File: config.mk
export PLATFORM = sky130hd
export DESIGN_NAME = alu_mc
export DESIGN_NICKNAME = d
export VERILOG_FILES = /design/src/rtl/alu_pkg.sv /design/src/rtl/alu_mc_iter.sv /design/src/rtl/alu_mc.sv
export SDC_FILE = /design/constraint.sdc
export NUM_CORES = 1
export LEC_CHECK = 0
export CAP_MARGIN = 10
export CORE_MARGIN = 10
export CORE_UTILIZATION = 23
export DETAILED_ROUTE_END_ITERATION = 16
export PLACE_DENSITY = 0.48
export SYNTH_ARGS = -nofsm -noshare
export SYNTH_HDL_FRONTEND = slang
export SYNTH_SLANG_ARGS = --single-unit
File: constraint.sdc
create_clock -name CLK -period 4.3 [get_ports CLK]
set_input_delay 0.86 -clock CLK [delete_from_list [all_inputs] [get_ports CLK]]
set_output_delay 0.86 -clock CLK [all_outputs]
set_load 0.02 [all_outputs]
File: src/rtl/alu_pkg.sv
// alu_pkg: op codes, FSM states and op classification shared by the multi-cycle ALU
package alu_pkg;
    localparam logic [3:0] OP_ADD = 4'b0000;
    localparam logic [3:0] OP_SUB = 4'b0001;
    localparam logic [3:0] OP_SHL = 4'b0010;
    localparam logic [3:0] OP_SHR = 4'b0011;
    localparam logic [3:0] OP_AND = 4'b0100;
    localparam logic [3:0] OP_OR  = 4'b0101;
    localparam logic [3:0] OP_XOR = 4'b0110;
    localparam logic [3:0] OP_NOT = 4'b0111;
    localparam logic [3:0] OP_MUL = 4'b1000;
    localparam logic [3:0] OP_NEG = 4'b1001;
    localparam logic [3:0] OP_DIV = 4'b1010;
    localparam logic [3:0] OP_MOD = 4'b1011;
    localparam logic [0:0] IDLE = 1'b0;
    localparam logic [0:0] RUN  = 1'b1;
    localparam logic MODE_MUL = 1'b0;
    localparam logic MODE_DIV = 1'b1;
    function automatic logic is_multi(input logic [3:0] op);
        return op == OP_MUL || op == OP_DIV || op == OP_MOD;
    endfunction
endpackage

File: src/rtl/alu_mc_iter.sv
// alu_mc_iter: one-bit-per-step unsigned shift-add multiply / restoring divide on magnitudes
module alu_mc_iter import alu_pkg::*; #(
    parameter int WIDTH = 16,
    localparam int CW = $clog2(WIDTH + 1)
) (
    input  logic               clk,
    input  logic               rst,
    input  logic               load,
    input  logic               step,
    input  logic               mode,
    input  logic [WIDTH-1:0]   lo_init,
    input  logic [WIDTH-1:0]   m_init,
    output logic [CW-1:0]      count,
    output logic [2*WIDTH-1:0] res
);
    logic [WIDTH-1:0] hi, lo, m, hi_n, lo_n;
    logic [WIDTH:0]   sum, dif;
    // hi:lo is the product accumulator for multiply, remainder:quotient for divide
    always_comb begin
        sum  = {1'b0, hi} + (lo[0] ? {1'b0, m} : '0);
        dif  = {hi, lo[WIDTH-1]} - {1'b0, m};
        hi_n = mode == MODE_DIV ? (dif[WIDTH] ? {hi[WIDTH-2:0], lo[WIDTH-1]} : dif[WIDTH-1:0]) : sum[WIDTH:1];
        lo_n = mode == MODE_DIV ? {lo[WIDTH-2:0], ~dif[WIDTH]} : {sum[0], lo[WIDTH-1:1]};
        res  = {hi_n, lo_n};
    end
    // load seeds the iteration, each step consumes one operand bit
    always_ff @(posedge clk or posedge rst) begin
        if (rst) begin
            hi    <= '0;
            lo    <= '0;
            m     <= '0;
            count <= '0;
        end else if (load) begin
            hi    <= '0;
            lo    <= lo_init;
            m     <= m_init;
            count <= CW'(WIDTH);
        end else if (step) begin
            hi    <= hi_n;
            lo    <= lo_n;
            count <= count - CW'(1);
        end
    end
endmodule

File: src/rtl/alu_mc.sv
// alu_mc: multi-cycle signed ALU with Start/Busy/Done handshake and registered result
module alu_mc import alu_pkg::*; #(
    parameter int WIDTH = 16
) (
    input  logic             CLK,
    input  logic             Reset,
    input  logic             Start,
    input  logic [WIDTH-1:0] A,
    input  logic [WIDTH-1:0] B,
    input  logic [3:0]       ALUop,
    output logic             Busy,
    output logic             Done,
    output logic [WIDTH-1:0] S,
    output logic             IsZero,
    output logic             OFL
);
    localparam int CW = $clog2(WIDTH + 1);
    localparam logic [WIDTH-1:0] MIN = {1'b1, {(WIDTH-1){1'b0}}};
    localparam logic [WIDTH-1:0] WL = WIDTH'(WIDTH);
    logic [0:0]         state;
    logic [3:0]         op_r;
    logic               sa, sb, accept, multi, sc_o, mc_o, neg;
    logic [WIDTH-1:0]   mag_a, mag_b, sum, dif, sc_s, mc_s, quot, rem;
    logic [2*WIDTH-1:0] res, prod;
    logic [CW-1:0]      count;
    assign accept = Start && state == IDLE;
    assign multi  = is_multi(ALUop) && (ALUop == OP_MUL || B != '0);
    assign mag_a  = A[WIDTH-1] ? -A : A;
    assign mag_b  = B[WIDTH-1] ? -B : B;
    assign Busy   = state == RUN;
    assign IsZero = S == '0;
    alu_mc_iter #(.WIDTH(WIDTH)) u_iter (
        .clk     (CLK),
        .rst     (Reset),
        .load    (accept && multi),
        .step    (state == RUN),
        .mode    (op_r == OP_MUL ? MODE_MUL : MODE_DIV),
        .lo_init (ALUop == OP_MUL ? mag_b : mag_a),
        .m_init  (ALUop == OP_MUL ? mag_a : mag_b),
        .count   (count),
        .res     (res)
    );
    // single-cycle datapath; divide-by-zero lands here since it never enters RUN
    always_comb begin
        sum  = A + B;
        dif  = A - B;
        sc_s = '1;
        sc_o = 1'b0;
        case (ALUop)
            OP_ADD: begin
                sc_s = sum;
                sc_o = A[WIDTH-1] == B[WIDTH-1] && sum[WIDTH-1] != A[WIDTH-1];
            end
            OP_SUB: begin
                sc_s = dif;
                sc_o = A[WIDTH-1] != B[WIDTH-1] && dif[WIDTH-1] != A[WIDTH-1];
            end
            OP_SHL: sc_s = B < WL ? A << B : '0;
            OP_SHR: sc_s = B < WL ? A >> B : '0;
            OP_AND: sc_s = A & B;
            OP_OR:  sc_s = A | B;
            OP_XOR: sc_s = A ^ B;
            OP_NOT: sc_s = ~A;
            OP_NEG: begin
                sc_s = -A;
                sc_o = A == MIN;
            end
            OP_DIV, OP_MOD: sc_o = 1'b1;
            default: sc_o = 1'b0;
        endcase
    end
    // sign fix-up of the final iteration result using the signs latched at acceptance
    always_comb begin
        neg  = sa ^ sb;
        prod = neg ? -res : res;
        quot = neg ? -res[WIDTH-1:0] : res[WIDTH-1:0];
        rem  = sa ? -res[2*WIDTH-1:WIDTH] : res[2*WIDTH-1:WIDTH];
        mc_s = op_r == OP_MUL ? prod[WIDTH-1:0] : op_r == OP_DIV ? quot : rem;
        mc_o = op_r == OP_MUL ? !(&prod[2*WIDTH-1:WIDTH-1] || ~|prod[2*WIDTH-1:WIDTH-1]) :
               op_r == OP_DIV && !neg && res[WIDTH-1];
    end
    // control FSM and output registers; results hold until the next completion
    always_ff @(posedge CLK or posedge Reset) begin
        if (Reset) begin
            state <= IDLE;
            op_r  <= OP_ADD;
            sa    <= 1'b0;
            sb    <= 1'b0;
            S     <= '0;
            OFL   <= 1'b0;
            Done  <= 1'b0;
        end else if (accept && multi) begin
            state <= RUN;
            op_r  <= ALUop;
            sa    <= A[WIDTH-1];
            sb    <= B[WIDTH-1];
            Done  <= 1'b0;
        end else if (accept) begin
            S     <= sc_s;
            OFL   <= sc_o;
            Done  <= 1'b1;
        end else if (state == RUN && count == CW'(1)) begin
            state <= IDLE;
            S     <= mc_s;
            OFL   <= mc_o;
            Done  <= 1'b1;
        end else begin
            Done  <= 1'b0;
        end
    end
endmodule

# Yosys cells after proc, flatten, opt, wreduce, memory -nomap -nowiden
# Index checks and enable logic that the tools add are counted.
[word_totals]
register_bits = 78
latch_bits = 0
mem_bits_rw = 0
rom_bits = 0
output_inout_bits = 20
word_cells = 112
memories = 0
[op_classes]
addsub = 10
n_mul = 0
div = 0
order_cmp = 1
n_eq_ne = 20
shift = 2
mux = 34
bitwise = 8
reduce_logical = 26
[ops]
columns = ["operator", "count"]
rows = [
  ["$mux 16", 20],
  ["$pmux 16 s9", 1],
  ["$neg 16->16", 4],
  ["$mux 32", 1],
  ["$neg 32->32", 1],
  ["$eq 4x4->1 const B", 6],
  ["$add 16x17->17", 1],
  ["$reduce_and 17->1", 1],
  ["$reduce_or 17->1", 1],
  ["$sub 17x16->17", 1],
  ["$add 16x16->16", 1],
  ["$and 16x16->16", 1],
  ["$eq 16x16->1 const B", 1],
  ["$eq 4x3->1 const B", 4],
  ["$logic_not 16->1", 1],
  ["$lt 16x5->1 const B", 1],
  ["$not 16->16", 1],
  ["$or 16x16->16", 1],
  ["$reduce_bool 16->1", 1],
  ["$shl 16x16->16", 1],
  ["$shr 16x16->16", 1],
  ["$sub 16x16->16", 1],
  ["$xor 16x16->16", 1],
  ["$mux 5", 2],
  ["18 further kinds", 46],
]

# Longest topological paths before layout
[logic_depth]
word_depth = 12
depth_mapped = 25
mapped_depth_nobuf = 23

# Hierarchy
# Synthesis repeated with hierarchy kept, for this count alone.
[unflattened]
cells_unflattened = 1630
hier_area_um2 = 11847.6
[by_module_without_submodules]
columns = ["module", "n_inst", "cells_per_inst", "area_each_um2", "seq_area_each_um2"]
rows = [
  ["alu_mc", 1, 1108, 7417.1, 625.6],
  ["alu_mc_iter", 1, 522, 4430.5, 1326.3],
]

# Worst setup path before layout
# Ideal clock, no wire load.
[synth_path]
path_type = "reg2reg"
from = "register u_iter.lo[15]"
to = "register OFL"
setup_ns = 0.123
arrival_time_ns = 4.592
required_time_ns = 4.177
slack_ns = -0.415
stages_incl_launch_ff = 26
n_path_buf = 2
period_less_slack_ns = 4.715
cell_sequence = "dfrtp_1 > inv_1 > ha_1 > inv_1 > fa_1 > a211oi_2 > o211ai_2 > a21oi_2 > o21ai_4 > nand2_4 > clkbuf_1 > nor2_1 > a21oi_1 > ha_1 > nand4_1 > nor2_1 > and3_1 > and3_1 > and4_1 > buf_2 > a31oi_1 > xnor2_1 > nand4b_1 > nor4b_1 > a311o_1 > o21ai_1"
[synth_between]
elab_chain_cells = 12
elab_cells_between_ends = 15
classes_between = "add/sub: 2; mux: 7; bitwise: 1; reduce/logical: 5"
[synth_lines]
columns = ["item", "line_no", "text"]
rows = [
  ["start, declared", "alu_mc_iter.sv:16", "logic [WIDTH-1:0] hi, lo, m, hi_n, lo_n;"],
  ["start signal, assigned", "alu_mc_iter.sv:35", "lo <= lo_init;"],
  ["start signal, assigned", "alu_mc_iter.sv:40", "lo <= lo_n;"],
  ["$sub 17x16->17", "alu_mc_iter.sv:21", "dif = {hi, lo[WIDTH-1]} - {1'b0, m};"],
  ["$mux 16 / $not 1->1 (equally long branches)", "alu_mc_iter.sv:22, alu_mc_iter.sv:23", ""],
  ["$mux 16 (on tied branches)", "alu_mc_iter.sv:22, alu_mc_iter.sv:23", ""],
  ["$neg 32->32", "alu_mc.sv:75", "prod = neg ? -res : res;"],
  ["$mux 32 *", "alu_mc.sv:75", ""],
  ["$reduce_or 17->1", "alu_mc.sv:79", "mc_o = op_r == OP_MUL ? !(&prod[2*WIDTH-1:WIDTH-1] || ~|prod[2*WIDTH-1:WIDTH-1]) :"],
  ["$logic_not 1->1", "alu_mc.sv:79", ""],
  ["$logic_or 1x1->1 *", "alu_mc.sv:79", ""],
  ["$logic_not 1->1 *", "alu_mc.sv:79", ""],
  ["$mux 1 *", "alu_mc.sv:79", ""],
  ["$mux 1 *", "alu_mc.sv:102", "end else if (state == RUN && count == CW'(1)) begin"],
  ["$mux 1 *", "alu_mc.sv:98", "end else if (accept) begin"],
  ["end signal, assigned", "alu_mc.sv:100", "OFL <= sc_o;"],
  ["end signal, assigned", "alu_mc.sv:105", "OFL <= mc_o;"],
  ["end, declared", "alu_mc.sv:15", "output logic OFL"],
]
# Every way passes the cells marked *; elsewhere a longest branch is shown, timed or not. The select of a mux whose other input is x is not followed.
# A chain may end at the register's enable or synchronous reset.

# Worst setup path after layout
# Ends and elaborated chain as after synthesis.

==> impl_metrics.env <==
export IMPL_ys_types=89
export IMPL_postLayoutCoreUtil_pct=31.11
export IMPL_fmax_ghz=0.2239
export IMPL_multi_input_area_mm2=0.009468
export IMPL_drt_wl_total_mm=56.00
export IMPL_clk_insertion_delay_late_ns=0.37
export IMPL_cap_viol_max_count=0
export IMPL_hold_depth=2
export IMPL_cp_max_fo=4
export IMPL_synth_ff_type="dfrtp_1"
export IMPL_die_area_mm2=0.06065
export IMPL_finalWeightedCongestion=1.006
export IMPL_cellPowerDensity_mw_per_mm2=873.5
export IMPL_drive_gt1_share_pct=20.99
export IMPL_start_util_pct=23.37
export IMPL_area_growth_syn_to_layout_pct=33.08
export IMPL_worstSetupStartpointType="flop"
export IMPL_hold_class="flop to flop"
export IMPL_cts_made_buffers=9
export IMPL_cts_tree="yes"
export IMPL_nNetsFinal=2044
export IMPL_synth_area_leader_cell="dfrtp_1"
export IMPL_rows=82
export IMPL_maxSlewViolCount=0
export IMPL_antennaDiodeCount=0
export IMPL_fill_cells=5447
export IMPL_synth_avg_cell_area_um2=7.051
export IMPL_io_pins=59
export IMPL_grt_max_degree=79
export IMPL_drc_errors=0
export IMPL_grt_pass1_vias=13530
export IMPL_worstPathRequired_ns=4.55
export IMPL_synth_most_common_cell="nand2_1"
export IMPL_synth_cells=1670
export IMPL_grt_total_usage_pct=17.91
export IMPL_ff2ff_setup_slack_ns=-0.17
export IMPL_drtAntennaViolNets=0
export IMPL_status="complete, but fails checks"
export IMPL_synth_edff_count=0
export IMPL_clock_skew_ns=0.009468
export IMPL_synth_nets=1799
export IMPL_numPortBuffers=58
export IMPL_period_minus_slack_ns=4.467
export IMPL_drt_iter0_drc=1414
export IMPL_synthTopCellsByCount="nand2_1 (203), o21ai_0 (152), nor2_1 (140)"
export IMPL_layout_setup_ws_ns=-0.1669
export IMPL_vias=14110
export IMPL_grt_pass1_wl_mm=84.27
export IMPL_grt_overflow_total=0
export IMPL_peakVddDrop_mv=0.5041
export IMPL_max_slew_margin_pct=25.95
export IMPL_crit_type="flop to flop"
export IMPL_violations="setup timing"
export IMPL_synthArstFlopShare_pct=100.0
export IMPL_rr_worst_depth=23
export IMPL_clockBufferDepth=2
export IMPL_antenna_found_initial=2
export IMPL_finalPower_mw=13.69
export IMPL_wl_met1_mm=23.97
export IMPL_wl_per_cell_um=21.60
export IMPL_seq_area_mm2=0.001952
export IMPL_drt_first_pass_iters=5
export IMPL_cts_root_buf="clkbuf_16"
export IMPL_synth_top_area_share_pct=16.58
export IMPL_route_met3_wl_mm=3.580
export IMPL_top_layer_used="met5"
export IMPL_core_mm2=0.05038
export IMPL_cts_max_level=3
export IMPL_via_per_inst=5.444
export IMPL_chipHeight_um=246.3
export IMPL_crit_arrival_ns=4.71
export IMPL_worstMarginPinSlew_ns=1.105
export IMPL_power_leakage_nw=6.562
export IMPL_route_met2_wl_mm=26.60
export IMPL_hold_viol=0
export IMPL_rsz0062_at_grt="true"
export IMPL_ys_warn_count=0
export IMPL_synth_seq_cells=78
export IMPL_worstSetupEndpointType="flop"
export IMPL_yosysSeqAreaShare_pct=16.58
export IMPL_period_share_pct=103.9
export IMPL_cts_sinks=78
export IMPL_netlist_area_mm2=0.01178
export IMPL_clk_pin_slew_worst_paths_ns=0.07
export IMPL_dp_hpwl_mm=44.78
export IMPL_dieWidth_um=246.3
export IMPL_synth_area_top_cells="dfrtp_1 (17%), ha_1 (9.1%), nand2_1 (6.5%)"
export IMPL_setup_violations=3
==> state kept, by name, summed over array words and instances, names as in the netlist <==
register,flops
S,16
u_iter.hi,16
u_iter.lo,16
u_iter.m,16
u_iter.count,5
op_r,4
Busy,1
Done,1
OFL,1
sa,1
sb,1
==> routing by layer <==
layer / track usage [%] / vias up
met2: 30.34 / 517
met5: 0 / -
li1: - / 6667
met4: 5.863 / 2
met1: 22.67 / 6818
met3: 2.954 / 106
==> timing repair <==
item / 4_1_cts / 5_1_grt
cloned: 0 / 0
endpoints found under the setup margin: 9 / 10
hold buffers: 0 / 0
resized for setup: 35 / 33
pin swaps: 32 / 27
setup buffers: 13 / 5
==> cell usage in the layout, fill, tap and decap left out, drive strengths merged, types with 20 or more instances in the layout <==
| cell type | netlist | layout |
|---|---|---|
| nor2 | 140 | 140 |
| nor4 | 20 | 20 |
| o21ai | 158 | 158 |
| or3 | 21 | 21 |
| mux2i | 34 | 34 |
| nor3 | 58 | 58 |
| nand3 | 37 | 37 |
| ha | 86 | 86 |
| inv | 74 | 75 |
| and3 | 22 | 22 |
| xnor2 | 68 | 68 |
| a31oi | 25 | 25 |
| buf | 19 | 290 |
| clkdlybuf4s50 | 0 | 56 |
| a21oi | 135 | 135 |
| o211ai | 42 | 42 |
| dfrtp | 78 | 78 |
| and2 | 37 | 37 |
| a211oi | 39 | 39 |
| nand2 | 204 | 204 |
==> layout make-up <==
class | instances | area share [%]
timing repair buffer | 347 | 17.99
clock buffer | 10 | 1.525
sequential | 78 | 12.46
tap | 672 | 5.366
inverter | 75 | 1.805
clock inverter | 6 | 0.4392
multi-input combinational | 1404 | 60.42
==> per-stage QoR <==
step	setup TNS (ns)	instance area, um^2	std cells	hold slack [ns]	setup WS (ns)
after floorplan	-0.1863	11820	1670	0.4639	-0.1608
after global routing	-1.241	15670	2592	0.5432	-0.3439
final	-0.2952	15670	2592	0.5104	-0.1669
after detailed placement	-1.936	14920	2558	0.5014	-0.3466
after global placement	-1.327	14920	2558	0.4972	-0.2483
after CTS	-0.1080	15460	2587	0.5173	-0.04976
==> critical path: stages (launching register included) <==
cell and delay, ns:
dfrtp_1 0.38, inv_2 0.08, ha_4 0.13, inv_2 0.03, fa_2 0.38, a211oi_4 0.32, o211ai_4 0.16, a21oi_4 0.27
o21ai_4 0.12, nand2_4 0.12, nor2_2 0.04, a21oi_2 0.14, ha_2 0.20, nand4_1 0.13, nor2_2 0.15, and3_1 0.17
and3_4 0.17, and4_4 0.26, a31oi_4 0.10, xnor2_2 0.23, nand4b_1 0.19, nor4b_4 0.29, a311o_1 0.21, o21ai_1 0.06
==> cell families after synthesis <==
kind of cell             Yosys count  synth area share [%]
AND/OR/NAND/NOR                  596                 24.05
AO/OA/AOI/OAI                    590                 32.88
buffers and inverters            188                 6.174
adder cells (fa/ha/maj)           90                 9.818
XOR/XNOR                          84                 6.248
flip-flops                        78                 16.58
multiplexers                      44                 4.261
==> path summary, 6_finish.rpt <==
check                                    from               to
worst min register to register           S[2]             S[2]
worst max-delay path            u_iter.lo[15]              OFL
min in group asynchronous               Reset     u_iter.hi[4]
worst max register to register  u_iter.lo[15]              OFL
max in group asynchronous               Reset  u_iter.count[4]
worst min-delay path                     S[2]             S[2]
==> power breakdown <==
group	switching, mW	internal (mW)
Sequential	0.385	1.10
Combinational	6.41	4.97
Clock	0.355	0.470
(Power assumes the default switching activity.)
